## config.mk

```make
export PLATFORM = sky130hd
export DESIGN_NAME = dff_pipe_sync_rst
export DESIGN_NICKNAME = d
export VERILOG_FILES = /design/src/rtl/dff_pipe_sync_rst.sv
export SDC_FILE = /design/constraint.sdc
export NUM_CORES = 1
export LEC_CHECK = 0
export ABC_AREA = 1
export BUFFER_PORTS_ARGS = -buffer_cell sky130_fd_sc_hd__buf_2
export CAP_MARGIN = 30
export CORE_AREA = 2 2 60 62
export CTS_CLUSTER_DIAMETER = 200
export DETAILED_ROUTE_END_ITERATION = 16
export DIE_AREA = 0 0 62 64
export GPL_TIMING_DRIVEN = 0
export PLACE_DENSITY_LB_ADDON = 0.08
export SLEW_MARGIN = 20
export SYNTH_ARGS = -nofsm -noshare
export SYNTH_HDL_FRONTEND = slang
export SYNTH_SLANG_ARGS = --single-unit
```

## constraint.sdc

```tcl
create_clock -name clk -period 2.9 [get_ports clk]
set_input_delay 0.145 -clock clk [delete_from_list [all_inputs] [get_ports clk]]
set_output_delay 0.145 -clock clk [all_outputs]
set_load 0.005 [all_outputs]
```

## src/rtl/dff_pipe_sync_rst.sv

```systemverilog
`default_nettype none
// ============================================================================
// Module      : dff_pipe_sync_rst
// Description : Elastic register pipeline of DEPTH valid-tagged WIDTH-bit
//               stages with valid/ready handshake, bubble collapsing, flush,
//               synchronous reset to RST_VAL and an occupancy count.
// Revision    : 1.0 - initial release
// ============================================================================
module dff_pipe_sync_rst #(
    parameter int               WIDTH   = 8,
    parameter int               DEPTH   = 3,
    parameter logic [WIDTH-1:0] RST_VAL = '0
) (
    input  logic                       clk,
    input  logic                       reset,
    input  logic                       flush,
    input  logic                       in_valid,
    input  logic [WIDTH-1:0]           in_data,
    output logic                       in_ready,
    output logic                       out_valid,
    output logic [WIDTH-1:0]           out_data,
    input  logic                       out_ready,
    output logic [$clog2(DEPTH+1)-1:0] occupancy
);

    localparam int OCC_W = $clog2(DEPTH + 1);

    logic [WIDTH-1:0] r_data [DEPTH];
    logic [DEPTH-1:0] r_valid;

    logic [DEPTH-1:0] w_adv;
    logic [DEPTH-1:0] w_in_valid;
    logic [WIDTH-1:0] w_in_data [DEPTH];
    logic [OCC_W-1:0] w_occ;

    // A stage may load when it is empty or everything downstream moves.
    always_comb begin
        logic carry;
        carry = out_ready;
        w_adv = '0;
        for (int i = DEPTH - 1; i >= 0; i--) begin
            carry    = ~r_valid[i] | carry;
            w_adv[i] = carry;
        end
    end

    assign in_ready = w_adv[0] & ~flush & ~reset;

    always_comb begin
        w_in_valid[0] = in_valid & in_ready;
        w_in_data[0]  = in_data;
        for (int i = 1; i < DEPTH; i++) begin
            w_in_valid[i] = r_valid[i-1];
            w_in_data[i]  = r_data[i-1];
        end
    end

    // Data only captures real words, so an empty output keeps its last value.
    always_ff @(posedge clk) begin
        if (reset) begin
            r_valid <= '0;
            for (int i = 0; i < DEPTH; i++) begin
                r_data[i] <= RST_VAL;
            end
        end else if (flush) begin
            r_valid <= '0;
        end else begin
            for (int i = 0; i < DEPTH; i++) begin
                if (w_adv[i]) begin
                    r_valid[i] <= w_in_valid[i];
                    if (w_in_valid[i]) begin
                        r_data[i] <= w_in_data[i];
                    end
                end
            end
        end
    end

    always_comb begin
        w_occ = '0;
        for (int i = 0; i < DEPTH; i++) begin
            w_occ = w_occ + OCC_W'(r_valid[i]);
        end
    end

    assign occupancy = w_occ;
    assign out_valid = r_valid[DEPTH-1];
    assign out_data  = r_data[DEPTH-1];

endmodule
`default_nettype wire

```

Word-level counts from Yosys, hierarchy flattened
Memories as Yosys holds them, arrays and structs flattened.
Cells that the tools add are included.
W data, S select, Z words.
{"block": "classes", "add_sub_neg": 2, "muxes": 20, "bitwise_logic": 14, "n_reduce_logical": 1}
{"cell": "$mux W8", "n": 3}
{"cell": "$mux W1", "n": 17}
{"cell": "$or A1 B1 Y1", "n": 6}
{"cell": "$not A1 Y1", "n": 5}
{"cell": "$and A1 B1 Y1", "n": 3}
{"cell": "$add A1 B1 Y2", "n": 1}
{"cell": "$add A2 B1 Y2", "n": 1}
{"cell": "$reduce_or A2 Y1", "n": 1}
{"block": "word_totals", "ff_bits": 3, "ram_bits": 24, "out_inout_bits": 12, "elab_cells": 41, "n_memories": 1}
{"name": "r_data", "words": 3, "word_bits": 8, "rd": 3, "rd_clocked_by_memory_dff": 0, "wr": 3, "line_no": "28", "text": "logic [WIDTH-1:0] r_data [DEPTH];"}

Logic depth before layout (Yosys ltp)
Gate-level depths: netlist of the first run.
{"block": "depth", "ltp_word": 13, "mapped_depth": 7, "mapped_depth_nobuf": 6}

Worst setup path after synthesis of the first run
OpenSTA, ideal clock, no wires.
{"block": "synth_path", "path_type": "reg-to-reg", "from": "register r_valid[2]", "to": "memory r_data[0][1] (data pin)", "setup_time_ns": 0.249, "t_arrival_ns": 1.019, "required_time_ns": 2.651, "setup_slack_ns": 1.632, "stages_incl_launch_ff": 7, "period_less_slack_ns": 1.268, "cell_sequence": "dfxtp_1 nand3_1 nand3_1 nand3_4 buf_12 nand2_1 inv_1"}
{"element": "start: declaration", "line_no": "29", "text": "logic [DEPTH-1:0] r_valid;"}
{"element": "start signal: indexed assignment", "line_no": "70", "text": "r_valid[i] <= w_in_valid[i];"}
{"element": "end: declaration", "line_no": "28"}

Final worst setup path of the first run
{"block": "layout_path", "from": "register r_valid[2]", "to": "output port occupancy[0]"}
{"block": "layout_between", "elab_chain_cells": 1}
{"element": "$add A2 B1 Y2", "line_no": "82", "text": "w_occ = w_occ + OCC_W'(r_valid[i]);"}
{"element": "end: declaration", "line_no": "23", "text": "output logic [$clog2(DEPTH+1)-1:0] occupancy"}
No other way between the ends.

==> impl_metrics.toml, run 1 <==
[grt]
overflow = 0
grt_use_total_pct = 8.49
grt_pass1_wl_um = 2470
antenna_found_initial = 0
grt_max_degree = 15
grt_pass1_vias = 617

[layout]
drive_gt1_share_pct = 36.3
mostFrequentLayoutCells = "inv_1 (30), buf_2 (24), edfxtp_1 (24), nand2_1 (21)"
fin_nets = 150
fill_cells = 307
area_growth_pct = 16.8
antenna_cells = 0
final_common_cell = "inv_1"
design_area_um2 = 1420

[synth]
syn_nets = 121
synth_area_leader_cell = "edfxtp_1"
synthDistinctLibCells = 15
ys_ff_latch = 27
ys_seq_area_share_pct = 64.3
syn_area_um2 = 1210
ys_top_cells_by_area = "edfxtp_1 (59%), inv_1 (9.3%), nand2_1 (6.5%)"
ys.warnings.count = 0
syn_inst = 107
postSynthAreaPerCell_um2 = 11.4
synth.top_cell.area_share_pct = 59.3

[worst_setup_path]
critPathKind = "reg -> out"
end_kind = "primary output"
critPathMaxFanout = 5
crit_arrival_ns = 1.34
critPathRequiredTime_ns = 2.76
worst_setup_path_start_kind = "flip-flop"

[drt]
first_pass_iters = 4
routed_via_density = 3.87
initialDrtViolationCount = 8
ant_nets = 0
drt_wl_total_um = 1460
wire_per_inst_um = 8.06
vias = 700
drc_errors = 0

[timing]
hold_violations = 0
tns_ns = 0
relSlewSlack_pct = 76.8
fmax_mhz = 674
drv_slew = 0
period_share_pct = 51.2
finalClockSkew_ns = 0.0115
rsz0062_at_grt = "false"
period_needed_ns = 1.48
final-setup-viol-count = 0
worst_pin_slew_ns = 0.347

[clock_network]
htreeDepth = 1
tritoncts = "done"
ctsHoldBuffers = 0
clockRootBuffer = "clkbuf_4"
clkTransAtPathRegs_ns = 0.14
cts_resized = 0
clkLatencyLatePin_ns = 0.32
clockBufferDepth = 2
cts.sinks = 27
cts_made_buffers = 3
post-cts-setup-buffers = 0

[floorplanning]
rows = 21
start_util_pct = 37.0
die_h_um = 64
io_pins = 25
coreArea_um2 = 3280
die_w_um = 62
die_area_um2 = 3970

[power_and_ir_drop]
leakage_nw = 0.788
power.total_uw = 655
power_density_nw_per_um2 = 462
vdd_drop_max_mv = 0.187

[run]
drv_cap = 0

[placed_design]
place.port_buffers = 24
gp_congestion = 0.711
dpl_cell_area_um2 = 1390
dp_hpwl_um = 1140

[status]
run_status = "finished, final reports clean"

[worst_hold_path]
hp-class = "in -> reg"
==> cell usage after synthesis, drive strengths merged <==
library cell  number
nand2             29
edfxtp            24
nand3              5
a21oi              3
nor2               1
dfxtp              3
nand4              1
buf               10
fa                 1
inv               30
==> power breakdown <==
group          internal (mW)  switching [mW]
combinational         0.0247          0.0268
clock                 0.0538           0.103
sequential             0.441         0.00505
total                  0.520           0.135
==> kinds of logic after synthesis <==
group | after synthesis | synth area share (%)
buffers and inverters | 40 | 16.8
AO/OA/AOI/OAI | 3 | 1.24
AND/OR/NAND/NOR | 36 | 16.1
adder cells (fa/ha/maj) | 1 | 1.65
flip-flops | 27 | 64.3
==> stage by stage <==
stage	cells	utilization, %	hold slack (ns)	setup WS, ns
2_1_floorplan	107	-	0.312	1.63
3_3_place_gp	177	42.4	0.402	1.56
3_5_place_dp	177	42.4	0.403	1.54
4_1_cts	181	43.2	0.0675	1.41
5_1_grt	181	43.2	0.0611	1.37
6_report	181	43.2	0.0674	1.42
==> path summary, 6_finish.rpt <==
| path | from | endpoint | slack [ns] | cells after the start |
|---|---|---|---|---|
| min reg2reg | r_data[0][14] | r_data[0][22] | 0.52 | 2 |
| max reg2reg | r_valid[2] | r_data[0][13] | 1.54 | 6 |
| min | in_data[1] | r_data[0][1] | 0.07 | 3 |
| max | r_valid[2] | occupancy[0] | 1.42 | 2 |
==> registers in the layout (all words and copies together), names as in the netlist <==
register	cells
r_valid	3
r_data	24
==> metal layers <==
layer	up-vias	global-route usage, %	share of wire, %
met5	-	0	0
met2	15	13.5	48
met1	310	9.71	46
met3	2	2.02	5.2
met4	0	5.59	1.0
li1	373	-	-
==> area by class of cell <==
type                    count  area [um^2]  area share (%)
plain buffers              10         91.3            6.44
repair buffers             24          120            8.47
flip-flops and latches     27          781            55.0
well taps                  46         57.6            4.06
inverters                  30          113            7.94
clock buffers               4         26.3            1.85
multi-input cells          40          230            16.2
==> worst max-delay path: stages, from the launching register on <==
cell	delay (ns)
dfxtp_1	0.39
fa_1	0.54
buf_2	0.10
(Power assumes the default switching activity.)
==> inputs of run 2 (changes only) <==
--- a/config.mk
+++ b/config.mk
@@ -5,7 +5,7 @@
 export SDC_FILE = /design/constraint.sdc
 export NUM_CORES = 1
 export LEC_CHECK = 0
-export ABC_AREA = 1
+export ABC_AREA = 0
 export BUFFER_PORTS_ARGS = -buffer_cell sky130_fd_sc_hd__buf_2
 export CAP_MARGIN = 30
 export CORE_AREA = 2 2 60 62
==> constraint.sdc (replaced) <==
create_clock -name clk -period 1.4 [get_ports clk]
set_input_delay 0.07 -clock clk [delete_from_list [all_inputs] [get_ports clk]]
set_output_delay 0.07 -clock clk [all_outputs]
set_load 0.005 [all_outputs]
==> impl_metrics.toml, run 2 <==
[clock_network]
clockBufferDepth = 2
clkLatencyLatePin_ns = 0.32
cts.sinks = 27
clockRootBuffer = "clkbuf_4"
tritoncts = "done"
cts_made_buffers = 3
htreeDepth = 1
clkTransAtPathRegs_ns = 0.14

[synth]
syn_area_um2 = 1210
synth_edf_count = 24
ys_ff_latch = 27
synth_compound_area_share_pct = 21.3
synthAdderAreaFrac_pct = 1.65
synth_area_leader_cell = "edfxtp_1"
yosys.area_share.simple_pct = 4.34
ys_top_cells_by_area = "edfxtp_1 (60%), a21boi_0 (8.7%), a21boi_1 (7.4%)"
async_flop_share_pct = 0
synthTopCellsByCount = "edfxtp_1 (24), a21boi_0 (14), a21boi_1 (12)"
ys.warnings.count = 0
synth_top_family_by_area = "compound AO/OA/AOI/OAI gates"
synth.top_cell.area_share_pct = 59.5
synthDistinctLibCells = 23
synth_ff_type = "edfxtp_1"
postSynthAreaPerCell_um2 = 15.0
ys_seq_area_share_pct = 64.5
syn_nets = 95
yosysMostFrequentCell = "edfxtp_1"
synthMuxAreaShare_pct = 0
synthXorXnorAreaFrac_pct = 0
syn_inst = 81

[layout]
multi_input_area_um2 = 337
fin_nets = 131
antenna_cells = 0
drive_gt1_share_pct = 47.4
fin_util_pct = 45.4
mostFrequentLayoutCells = "buf_2 (26), edfxtp_1 (24), a21boi_1 (13), a21boi_0 (13), buf_4 (11)"
fill_cells = 312
final_common_cell = "buf_2"
regMostFlops = "r_data"
design_area_um2 = 1490
seq_area_um2 = 790
largest_reg_flops = 24
top_regs = "r_data (24), r_valid (3)"
area_growth_pct = 23.2

[grt]
grt_use_total_pct = 10.5
grt_pass1_wl_um = 3010
antenna_found_initial = 0
grt_max_degree = 16
overflow = 0
grt_pass1_vias = 679

[status]
run_status = "finished, final reports clean"

[drt]
first_pass_iters = 4
wire_per_inst_um = 11.5
routed_via_density = 4.38
ant_nets = 0
initialDrtViolationCount = 13
drc_errors = 0
drt_wl_total_um = 1870
vias = 710

[floorplanning]
rows = 21
io_pins = 25
die_area_um2 = 3970
start_util_pct = 36.9
coreArea_um2 = 3280
die_h_um = 64
die_w_um = 62

[worst_setup_path]
critPathMaxFanout = 5
end_kind = "primary output"
critPathRequiredTime_ns = 1.33
worst_setup_path_start_kind = "flip-flop"
critPathKind = "reg -> out"
crit_arrival_ns = 1.33

[run]
drv_cap = 0

[placed_design]
gp_congestion = 0.776
dpl_cell_area_um2 = 1390
dp_hpwl_um = 1220
place.port_buffers = 24

[timing]
hold_violations = 0
finalClockSkew_ns = 0.00248
worst_pin_slew_ns = 0.429
period_needed_ns = 1.40
final-setup-viol-count = 0
fmax_mhz = 715
period_share_pct = 99.9
rsz0062_at_grt = "true"
relSlewSlack_pct = 71.4
drv_slew = 0

[power_and_ir_drop]
power.total_mw = 1.40
intPower_mw = 1.10
power_frac_seq_pct = 66.5
switchingPower_uw = 297
power_density_nw_per_um2 = 938
combPwrFrac_pct = 9.8
leakage_nw = 0.616
swShare_pct = 21.2
vdd_drop_max_mv = 0.530
p_clk_share_pct = 23.7

[worst_hold_path]
hp-class = "in -> reg"
==> run 2: kinds of logic (layout without fill, tap and decap cells) <==
logic type      after synthesis  in the layout
compound gates               32             32
buf+inv                      14             49
fa+ha+maj                     1              1
flops                        27             27
simple gates                  7              7
==> run 2: timing repair <==
| item | CTS | global route |
|---|---|---|
| pin swaps | 0 | 1 |
| gates resized for setup | 5 | 7 |
| gates cloned | 0 | 2 |
| endpoints found under the hold margin | 1 | 0 |
| buffers inserted | 0 | 3 |
| setup endpoints to repair | 37 | 30 |
| hold buffers | 2 | 0 |
==> run 2: path summary, 6_finish.rpt <==
check | startpoint | endpoint | slack, ns | depth (start not counted)
setup reg to reg | r_valid[1] | r_data[0][8] | 0.01 | 5
setup / recovery | r_valid[2] | occupancy[0] | 0.001 | 2
hold / removal | in_data[0] | r_data[0][0] | 0.05 | 2
hold reg to reg | r_valid[1] | r_valid[2] | 0.55 | 1
==> run 2: power by group through the flow <==
stage | logic [mW] | clock network (mW) | registers, mW
after floorplan | 0.0770 | 0 | 0.949
final | 0.137 | 0.332 | 0.931
after CTS | 0.129 | 0.351 | 0.935
after global routing | 0.154 | 0.379 | 0.936
after detailed placement | 0.123 | 0 | 0.953
after global placement | 0.122 | 0 | 0.952
==> run 2: metal layers <==
layer	vias to the layer above	global-route usage, %	routed length, um
li1	362	-	-
met1	331	14.1	883
met2	15	15.4	882
met3	2	2.63	77
met4	0	5.59	21
met5	-	0	0
==> run 2: critical path: stages, from the launching register on <==
cell and delay, ns:
dfxtp_4 0.39, fa_1 0.52, buf_2 0.10
==> run 2: per-stage QoR <==
step	worst slack, ns	hold slack, ns	TNS (ns)	instances
2_1_floorplan	0.0716	0.147	0	81
3_3_place_gp	-0.156	0.312	-2.57	151
3_5_place_dp	-0.140	0.311	-2.66	151
4_1_cts	-0.00991	0.0401	-0.00991	157
5_1_grt	-0.0716	0.0361	-0.466	162
6_report	0.00117	0.0531	0	162
==> run 2: area by class of cell <==
| class | instances | area share, % |
|---|---|---|
| inverters | 2 | 0.503 |
| repair buffers | 31 | 12.0 |
| plain buffers | 12 | 6.37 |
| clock buffers | 3 | 1.51 |
| flip-flops and latches | 27 | 52.9 |
| multi-input cells | 40 | 22.5 |
| clock inverters | 1 | 0.335 |
| well taps | 46 | 3.86 |
